File: src/rtl/voice_pool_pkg.sv
// Shared types, widths and the scale/saturate helper for the voice pool mixer.
package voice_pool_pkg;

  localparam int DEF_NUM_KEYS   = 17;
  localparam int DEF_NUM_VOICES = 4;
  localparam int DEF_SAMPLE_W   = 16;

  // Key index width and accumulator width for the default configuration.
  localparam int KEY_W = $clog2(DEF_NUM_KEYS);
  localparam int ACC_W = DEF_SAMPLE_W + $clog2(DEF_NUM_VOICES) + 1;

  // Output range expressed at accumulator width so comparisons stay signed.
  localparam logic signed [ACC_W-1:0] SAT_MAX =
    {{(ACC_W-DEF_SAMPLE_W+1){1'b0}}, {(DEF_SAMPLE_W-1){1'b1}}};
  localparam logic signed [ACC_W-1:0] SAT_MIN =
    {{(ACC_W-DEF_SAMPLE_W+1){1'b1}}, {(DEF_SAMPLE_W-1){1'b0}}};

  typedef enum logic [1:0] {
    IDLE  = 2'd0,
    ACC   = 2'd1,
    SCALE = 2'd2
  } mix_state_t;

  // Arithmetic right shift of the accumulated sum, clamped to the sample range.
  function automatic logic signed [DEF_SAMPLE_W-1:0] sat_shift(
    input logic signed [ACC_W-1:0] acc,
    input int unsigned             shift
  );
    logic signed [ACC_W-1:0] sh;
    sh = acc >>> shift;
    if (sh > SAT_MAX) begin
      return SAT_MAX[DEF_SAMPLE_W-1:0];
    end else if (sh < SAT_MIN) begin
      return SAT_MIN[DEF_SAMPLE_W-1:0];
    end else begin
      return sh[DEF_SAMPLE_W-1:0];
    end
  endfunction

endpackage

File: src/rtl/voice_pool_mixer_voice_allocator.sv
// Key edge detection, pending-press queue and voice pool allocation.
// One pending key is serviced per cycle (lowest index first); a key already
// sounding on an active voice retriggers it, otherwise the lowest free voice
// is used, otherwise the oldest voice is stolen.
module voice_allocator
  import voice_pool_pkg::*;
#(
  parameter int NUM_KEYS   = DEF_NUM_KEYS,
  parameter int NUM_VOICES = DEF_NUM_VOICES,
  parameter int AGE_W      = 4,
  localparam int KEY_BITS  = (NUM_KEYS > 1) ? $clog2(NUM_KEYS) : 1
)(
  input  logic                           clk,
  input  logic                           reset,
  input  logic [NUM_KEYS-1:0]            press,
  output logic [NUM_VOICES*KEY_BITS-1:0] voice_note,
  output logic [NUM_VOICES-1:0]          voice_trigger,
  output logic [NUM_VOICES-1:0]          voice_active
);

  localparam int VIDX_W = $clog2(NUM_VOICES);
  localparam logic [AGE_W-1:0] AGE_MAX = {AGE_W{1'b1}};

  logic [NUM_KEYS-1:0]   press_q_r;
  logic [NUM_KEYS-1:0]   pending_r, pending_next_s;
  logic [NUM_VOICES-1:0] active_r, active_next_s;
  logic [NUM_VOICES-1:0] trig_r, trig_next_s;
  logic [KEY_BITS-1:0]   note_r      [NUM_VOICES];
  logic [KEY_BITS-1:0]   note_next_s [NUM_VOICES];
  logic [AGE_W-1:0]      age_r       [NUM_VOICES];
  logic [AGE_W-1:0]      age_next_s  [NUM_VOICES];

  logic [NUM_KEYS-1:0]   rise_s, fall_s;
  logic                  svc_valid_s, do_alloc_s;
  logic [KEY_BITS-1:0]   svc_key_s;
  logic                  hit_valid_s, free_valid_s;
  logic [VIDX_W-1:0]     hit_idx_s, free_idx_s, old_idx_s, chosen_s;
  logic [AGE_W-1:0]      old_age_s;

  assign rise_s = press & ~press_q_r;
  assign fall_s = ~press & press_q_r;

  // Pick the lowest-index pending key; a release in the same cycle cancels it.
  always_comb begin
    svc_valid_s = 1'b0;
    svc_key_s   = {KEY_BITS{1'b0}};
    for (int k = NUM_KEYS-1; k >= 0; k--) begin
      if (pending_r[k]) begin
        svc_valid_s = 1'b1;
        svc_key_s   = KEY_BITS'(k);
      end else begin
        svc_key_s   = svc_key_s;
      end
    end
    do_alloc_s = svc_valid_s && !fall_s[svc_key_s];
  end

  // Candidate voices: matching active voice, lowest free voice, oldest voice.
  always_comb begin
    hit_valid_s  = 1'b0;
    hit_idx_s    = {VIDX_W{1'b0}};
    free_valid_s = 1'b0;
    free_idx_s   = {VIDX_W{1'b0}};
    for (int i = NUM_VOICES-1; i >= 0; i--) begin
      if (active_r[i] && (note_r[i] == svc_key_s)) begin
        hit_valid_s = 1'b1;
        hit_idx_s   = VIDX_W'(i);
      end else begin
        hit_idx_s   = hit_idx_s;
      end
      if (!active_r[i]) begin
        free_valid_s = 1'b1;
        free_idx_s   = VIDX_W'(i);
      end else begin
        free_idx_s   = free_idx_s;
      end
    end
    // Strict comparison keeps the lowest index on equal ages.
    old_idx_s = {VIDX_W{1'b0}};
    old_age_s = age_r[0];
    for (int i = 1; i < NUM_VOICES; i++) begin
      if (age_r[i] > old_age_s) begin
        old_age_s = age_r[i];
        old_idx_s = VIDX_W'(i);
      end else begin
        old_age_s = old_age_s;
      end
    end
    if (hit_valid_s) begin
      chosen_s = hit_idx_s;
    end else if (free_valid_s) begin
      chosen_s = free_idx_s;
    end else begin
      chosen_s = old_idx_s;
    end
  end

  // Next voice state: releases first, then the allocation overrides its voice.
  always_comb begin
    pending_next_s = (pending_r & ~fall_s) | rise_s;
    if (svc_valid_s) begin
      pending_next_s[svc_key_s] = 1'b0;
    end else begin
      pending_next_s = pending_next_s;
    end
    trig_next_s = {NUM_VOICES{1'b0}};
    for (int i = 0; i < NUM_VOICES; i++) begin
      note_next_s[i]   = note_r[i];
      age_next_s[i]    = age_r[i];
      active_next_s[i] = active_r[i] && !fall_s[note_r[i]];
      if (do_alloc_s) begin
        if (VIDX_W'(i) == chosen_s) begin
          note_next_s[i]   = svc_key_s;
          active_next_s[i] = 1'b1;
          age_next_s[i]    = {AGE_W{1'b0}};
          trig_next_s[i]   = 1'b1;
        end else if (active_r[i] && (age_r[i] != AGE_MAX)) begin
          age_next_s[i]    = age_r[i] + AGE_W'(1);
        end else begin
          age_next_s[i]    = age_r[i];
        end
      end else begin
        age_next_s[i] = age_r[i];
      end
    end
  end

  // Register key history, pending presses and per-voice state.
  always_ff @(posedge clk or negedge reset) begin
    if (!reset) begin
      press_q_r <= {NUM_KEYS{1'b0}};
      pending_r <= {NUM_KEYS{1'b0}};
      active_r  <= {NUM_VOICES{1'b0}};
      trig_r    <= {NUM_VOICES{1'b0}};
      for (int i = 0; i < NUM_VOICES; i++) begin
        note_r[i] <= {KEY_BITS{1'b0}};
        age_r[i]  <= {AGE_W{1'b0}};
      end
    end else begin
      press_q_r <= press;
      pending_r <= pending_next_s;
      active_r  <= active_next_s;
      trig_r    <= trig_next_s;
      for (int i = 0; i < NUM_VOICES; i++) begin
        note_r[i] <= note_next_s[i];
        age_r[i]  <= age_next_s[i];
      end
    end
  end

  for (genvar g = 0; g < NUM_VOICES; g++) begin : g_note
    assign voice_note[g*KEY_BITS +: KEY_BITS] = note_r[g];
  end

  assign voice_trigger = trig_r;
  assign voice_active  = active_r;

endmodule

File: src/rtl/voice_pool_mixer.sv
// Voice pool top: allocator for key presses plus a sequential mixer that sums
// all voice samples through one accumulator on each codec sample request.
module voice_pool_mixer
  import voice_pool_pkg::*;
#(
  parameter int          NUM_KEYS   = DEF_NUM_KEYS,
  parameter int          NUM_VOICES = DEF_NUM_VOICES,
  parameter int          SAMPLE_W   = DEF_SAMPLE_W,
  parameter int unsigned GAIN_SHIFT = 32'd2,
  parameter int          AGE_W      = 4,
  localparam int         KEY_BITS   = (NUM_KEYS > 1) ? $clog2(NUM_KEYS) : 1
)(
  input  logic                           clk,
  input  logic                           reset,
  input  logic [NUM_KEYS-1:0]            press,
  input  logic                           sample_req,
  input  logic [NUM_VOICES*SAMPLE_W-1:0] voice_sample,
  output logic [NUM_VOICES*KEY_BITS-1:0] voice_note,
  output logic [NUM_VOICES-1:0]          voice_trigger,
  output logic [NUM_VOICES-1:0]          voice_active,
  output logic [SAMPLE_W-1:0]            mix_out,
  output logic                           mix_valid,
  output logic                           busy
);

  localparam int IDX_W    = $clog2(NUM_VOICES);
  localparam int ACC_BITS = SAMPLE_W + $clog2(NUM_VOICES) + 1;

  mix_state_t                  state_r, state_next_s;
  logic signed [ACC_BITS-1:0]  acc_r, acc_next_s;
  logic [IDX_W-1:0]            idx_r, idx_next_s;
  logic signed [SAMPLE_W-1:0]  mix_out_r, mix_out_next_s;
  logic signed [SAMPLE_W-1:0]  cur_sample_s, scaled_s;
  logic                        mix_valid_r, mix_valid_next_s;
  logic                        busy_r, busy_next_s;

  voice_allocator #(
    .NUM_KEYS   (NUM_KEYS),
    .NUM_VOICES (NUM_VOICES),
    .AGE_W      (AGE_W)
  ) u_alloc (
    .clk           (clk),
    .reset         (reset),
    .press         (press),
    .voice_note    (voice_note),
    .voice_trigger (voice_trigger),
    .voice_active  (voice_active)
  );

  assign cur_sample_s = voice_sample[idx_r*SAMPLE_W +: SAMPLE_W];
  assign scaled_s     = SAMPLE_W'(sat_shift(ACC_W'(acc_r), GAIN_SHIFT));

  // Mixer next state: clear on request, accumulate every voice, then scale.
  always_comb begin
    state_next_s     = state_r;
    acc_next_s       = acc_r;
    idx_next_s       = idx_r;
    mix_out_next_s   = mix_out_r;
    mix_valid_next_s = 1'b0;
    case (state_r)
      IDLE: begin
        if (sample_req) begin
          state_next_s = ACC;
          acc_next_s   = {ACC_BITS{1'b0}};
          idx_next_s   = {IDX_W{1'b0}};
        end else begin
          state_next_s = IDLE;
        end
      end
      ACC: begin
        // Inactive voices are summed too so release tails keep sounding.
        acc_next_s = acc_r + ACC_BITS'(cur_sample_s);
        if (idx_r == IDX_W'(NUM_VOICES-1)) begin
          state_next_s = SCALE;
          idx_next_s   = {IDX_W{1'b0}};
        end else begin
          idx_next_s   = idx_r + IDX_W'(1);
        end
      end
      SCALE: begin
        mix_out_next_s   = scaled_s;
        mix_valid_next_s = 1'b1;
        state_next_s     = IDLE;
      end
      default: begin
        state_next_s = IDLE;
      end
    endcase
    busy_next_s = (state_next_s != IDLE);
  end

  // Mixer state register.
  always_ff @(posedge clk or negedge reset) begin
    if (!reset) begin
      state_r <= IDLE;
    end else begin
      state_r <= state_next_s;
    end
  end

  // Mixer datapath and registered outputs.
  always_ff @(posedge clk or negedge reset) begin
    if (!reset) begin
      acc_r       <= {ACC_BITS{1'b0}};
      idx_r       <= {IDX_W{1'b0}};
      mix_out_r   <= {SAMPLE_W{1'b0}};
      mix_valid_r <= 1'b0;
      busy_r      <= 1'b0;
    end else begin
      acc_r       <= acc_next_s;
      idx_r       <= idx_next_s;
      mix_out_r   <= mix_out_next_s;
      mix_valid_r <= mix_valid_next_s;
      busy_r      <= busy_next_s;
    end
  end

  assign mix_out   = mix_out_r;
  assign mix_valid = mix_valid_r;
  assign busy      = busy_r;

endmodule

File: config.mk
export PLATFORM = sky130hd
export DESIGN_NAME = voice_pool_mixer
export DESIGN_NICKNAME = d
export VERILOG_FILES = /design/src/rtl/voice_pool_pkg.sv /design/src/rtl/voice_pool_mixer_voice_allocator.sv /design/src/rtl/voice_pool_mixer.sv
export SDC_FILE = /design/constraint.sdc
export NUM_CORES = 1
export LEC_CHECK = 0
export ABC_AREA = 1
export BUFFER_PORTS_ARGS = -buffer_cell sky130_fd_sc_hd__buf_2
export CELL_PAD_IN_SITES_DETAIL_PLACEMENT = 2
export CELL_PAD_IN_SITES_GLOBAL_PLACEMENT = 2
export CORE_ASPECT_RATIO = 1.1
export CORE_MARGIN = 2
export CORE_UTILIZATION = 36
export CTS_BUF_LIST = sky130_fd_sc_hd__clkbuf_8
export DETAILED_ROUTE_END_ITERATION = 6
export PLACE_DENSITY_LB_ADDON = 0.1
export SYNTH_ARGS = -nofsm -noshare
export SYNTH_HDL_FRONTEND = slang
export SYNTH_SLANG_ARGS = --single-unit
File: constraint.sdc
create_clock -name clk -period 9.55 [get_ports clk]
set_clock_uncertainty 0.2 [all_clocks]
set_input_delay 2.3875 -clock clk [delete_from_list [all_inputs] [get_ports clk]]
set_output_delay 2.3875 -clock clk [all_outputs]
set_load 0.01 [all_outputs]
==> results.toml <==
[drt]
first_pass_iters = 5
drt_wl_total_um = 29500
drc = 0
via_per_inst = 5.46
vias = 8219
wire_per_inst_um = 19.6
drt_iter0_markers = 368
drtAntennaViolNets = 0

[clock_tree]
post_cts_resized = 0
cts_setup_buffers = 0
cts_tree = "built"
clock_sinks = 119
clkTransAtPathRegs_ps = 90
holdBufCountCts = 0
clockRootBuffer = "clkbuf_8"
cts_inserted_buffers = 17
cts_buffer_depth = 2
clkLatencyLatePin_ps = 460
htreeDepth = 4

[critical_path]
max_stage_delay_ps = 450
required_ps = 9740
reg2regPathDepth = 27
crit_cells = 27
cp-end-kind = "register"
crit_buf_inv = 3
critPathLaunchType = "register"
crit_family = "compound AO/OA/AOI/OAI gates"
crit_top_cell = "o21ai_0"
criticalPathCategory = "register to register"
arrival_ps = 5110
cp_max_fo = 11
crit_slowest_cell = "nor2_2"

[floorplanning]
start_util = 0.369
core_area_um2 = 21400
die_x_um = 145
dieHeight_um = 160
ioPinCount = 130
rows = 56
die_area_um2 = 23200

[timing]
rsz0062_at_grt = "no"
max_slew_margin = 0.324
post-route-min-period_ps = 4920
holdWs_ps = 246
max_freq_ghz = 0.203
finalSetupTns_ps = 0
setup_viol = 0
fin_crit_sh = 0.515
maxSlewViolCount = 0
worstMarginPinSlew_ps = 1010
final_hold_viol_count = 0

[flow_run]
timing.max_cap.violations = 0

[power]
ir_worst_vdd_mv = 0.138
p_per_area_nw_per_um2 = 423
leakage_nw = 4.73

[finish]
fill_cells = 2586
seq_area_um2 = 2980
diodes = 0
drive_gt1_frac = 0.173
multi_input_area_um2 = 4270
synthToLayoutAreaGrowth_pct = 16.6
fin_area_um2 = 9230
nets = 1322

[synthesis]
synth_area_um2 = 7920
yosysSeqAreaShare = 0.376
synth_nets = 1196
yosysUniqueCellTypes = 47
async_reset_ff_frac = 1.00
synth_area_per_cell_um2 = 7.36
yosysTopAreaCellShare = 0.376
synth_top_area_cell = "dfrtp_1"
netlist_top_cells_area = "dfrtp_1 (38%), nand2_1 (11%), o21ai_0 (7.1%)"
yosys_warnings = 0
synth_flop_cell = "dfrtp_1"
ys_ff_latch = 119
synth_edf_count = 0
synth_cells = 1076

[placed_design]
place_area_um2 = 8820
dp_hpwl_um = 22500
portBuffers = 129
place_congestion = 0.881

[global_route]
grt_pass1_wl_um = 48200
grt_max_degree = 78
first_global_vias = 9027
antenna_found_initial = 1
overflow = 0
grt_use_total = 0.260

[run_status]
outcome = "finished clean"

[hold_path]
min_path_type = "register to register"
hold_path_depth = 1
## cells in the mapped netlist, drive strengths merged, types with 5 or more instances
library cell and count:
nand3 96, xnor2 5, ha 35, a31oi 5
nor2 106, dfrtp 119, a21oi 77, inv 139
o21ai 129, nand4 27, nor3 8, clkbuf 15
nand2 232, buf 11, o22ai 16, xor2 18
## worst paths after layout
path                            slack [ps]               endpoint            startpoint
min in group asynchronous             1650               acc_r[0]                 reset
max in group asynchronous             6120  u_alloc.voice_note[9]                 reset
worst max register to register        4630  u_alloc.voice_note[2]     u_alloc.age_r[14]
worst min-delay path                   250   u_alloc.pending_r[0]  u_alloc.press_q_r[0]
worst min register to register         250   u_alloc.pending_r[0]  u_alloc.press_q_r[0]
worst max-delay path                  4630  u_alloc.voice_note[2]     u_alloc.age_r[14]
## routing by layer
| metal | track usage | routed length (um) | up-vias |
|---|---|---|---|
| met5 | 0 | 16 | - |
| met4 | 0.101 | 942 | 2 |
| met3 | 0.0421 | 971 | 53 |
| met2 | 0.467 | 15000 | 185 |
| met1 | 0.311 | 12600 | 4114 |
| li1 | - | - | 3865 |
## final cells by class
| type | instances | share of cell area |
|---|---|---|
| clock buffer | 17 | 0.0253 |
| clock inverter | 15 | 0.0191 |
| inverter | 141 | 0.0573 |
| multi-input combinational | 790 | 0.462 |
| sequential | 119 | 0.323 |
| tap | 290 | 0.0393 |
| timing repair buffer | 133 | 0.0739 |
## cell usage in the layout, fill, tap and decap left out, drive strengths merged, types with 2 or more instances in the layout
cell type and count:
o211ai 4, nor2 106, ha 35, nor3 8
a22oi 2, bufinv 3, xnor2 5, o21bai 4
xor2 18, a221oi 3, buf 133, nand3 96
a31oi 5, inv 141, o21ai 129, clkbuf 17
a211oi 3, nand3b 2, o311ai 3, o221ai 3
o22ai 16, clkinvlp 3, a21oi 77, clkinv 9
nand2 232, nand4 27, a211o 4, dfrtp 119
## logic make-up (layout without fill, tap and decap cells)
| kind of cell | after synthesis | in the layout | share of synthesized area |
|---|---|---|---|
| adders and majority gates | 36 | 36 | 0.0578 |
| DFF | 119 | 119 | 0.376 |
| and+or+nand+nor | 472 | 472 | 0.273 |
| AOI/OAI and AO/OA | 259 | 259 | 0.183 |
| xor gates and xnor gates | 23 | 23 | 0.0254 |
| buffers and inverters | 167 | 306 | 0.0849 |
## power breakdown
group / leakage [nW] / total (mW) / switching (mW) / internal, mW
combinational: 3.05 / 2.49 / 1.68 / 0.816
clock: 0.202 / 0.502 / 0.243 / 0.258
sequential: 1.48 / 0.908 / 0.221 / 0.687
total: 4.73 / 3.90 / 2.14 / 1.76
## sequential cells by signal (all words and copies together), names as in the netlist
| register | cells |
|---|---|
| u_alloc.voice_trigger | 4 |
| state_r | 2 |
| u_alloc.pending_r | 17 |
| u_alloc.voice_note | 20 |
| idx_r | 2 |
| mix_out | 16 |
| u_alloc.press_q_r | 17 |
| mix_valid | 1 |
| u_alloc.age_r | 16 |
| acc_r | 19 |
| u_alloc.voice_active | 4 |
| busy | 1 |
## per-stage QoR
stage / setup slack [ps] / power, mW / util / instances
6_report: 4630 / 3.90 / 0.430 / 1505
2_1_floorplan: 4870 / 2.67 / - / 1076
3_3_place_gp: 4420 / 3.28 / 0.411 / 1473
4_1_cts: 4610 / 3.94 / 0.430 / 1505
3_5_place_dp: 4270 / 3.41 / 0.411 / 1473
5_1_grt: 3910 / 4.34 / 0.430 / 1505
Power figures use the tool's default switching activity.
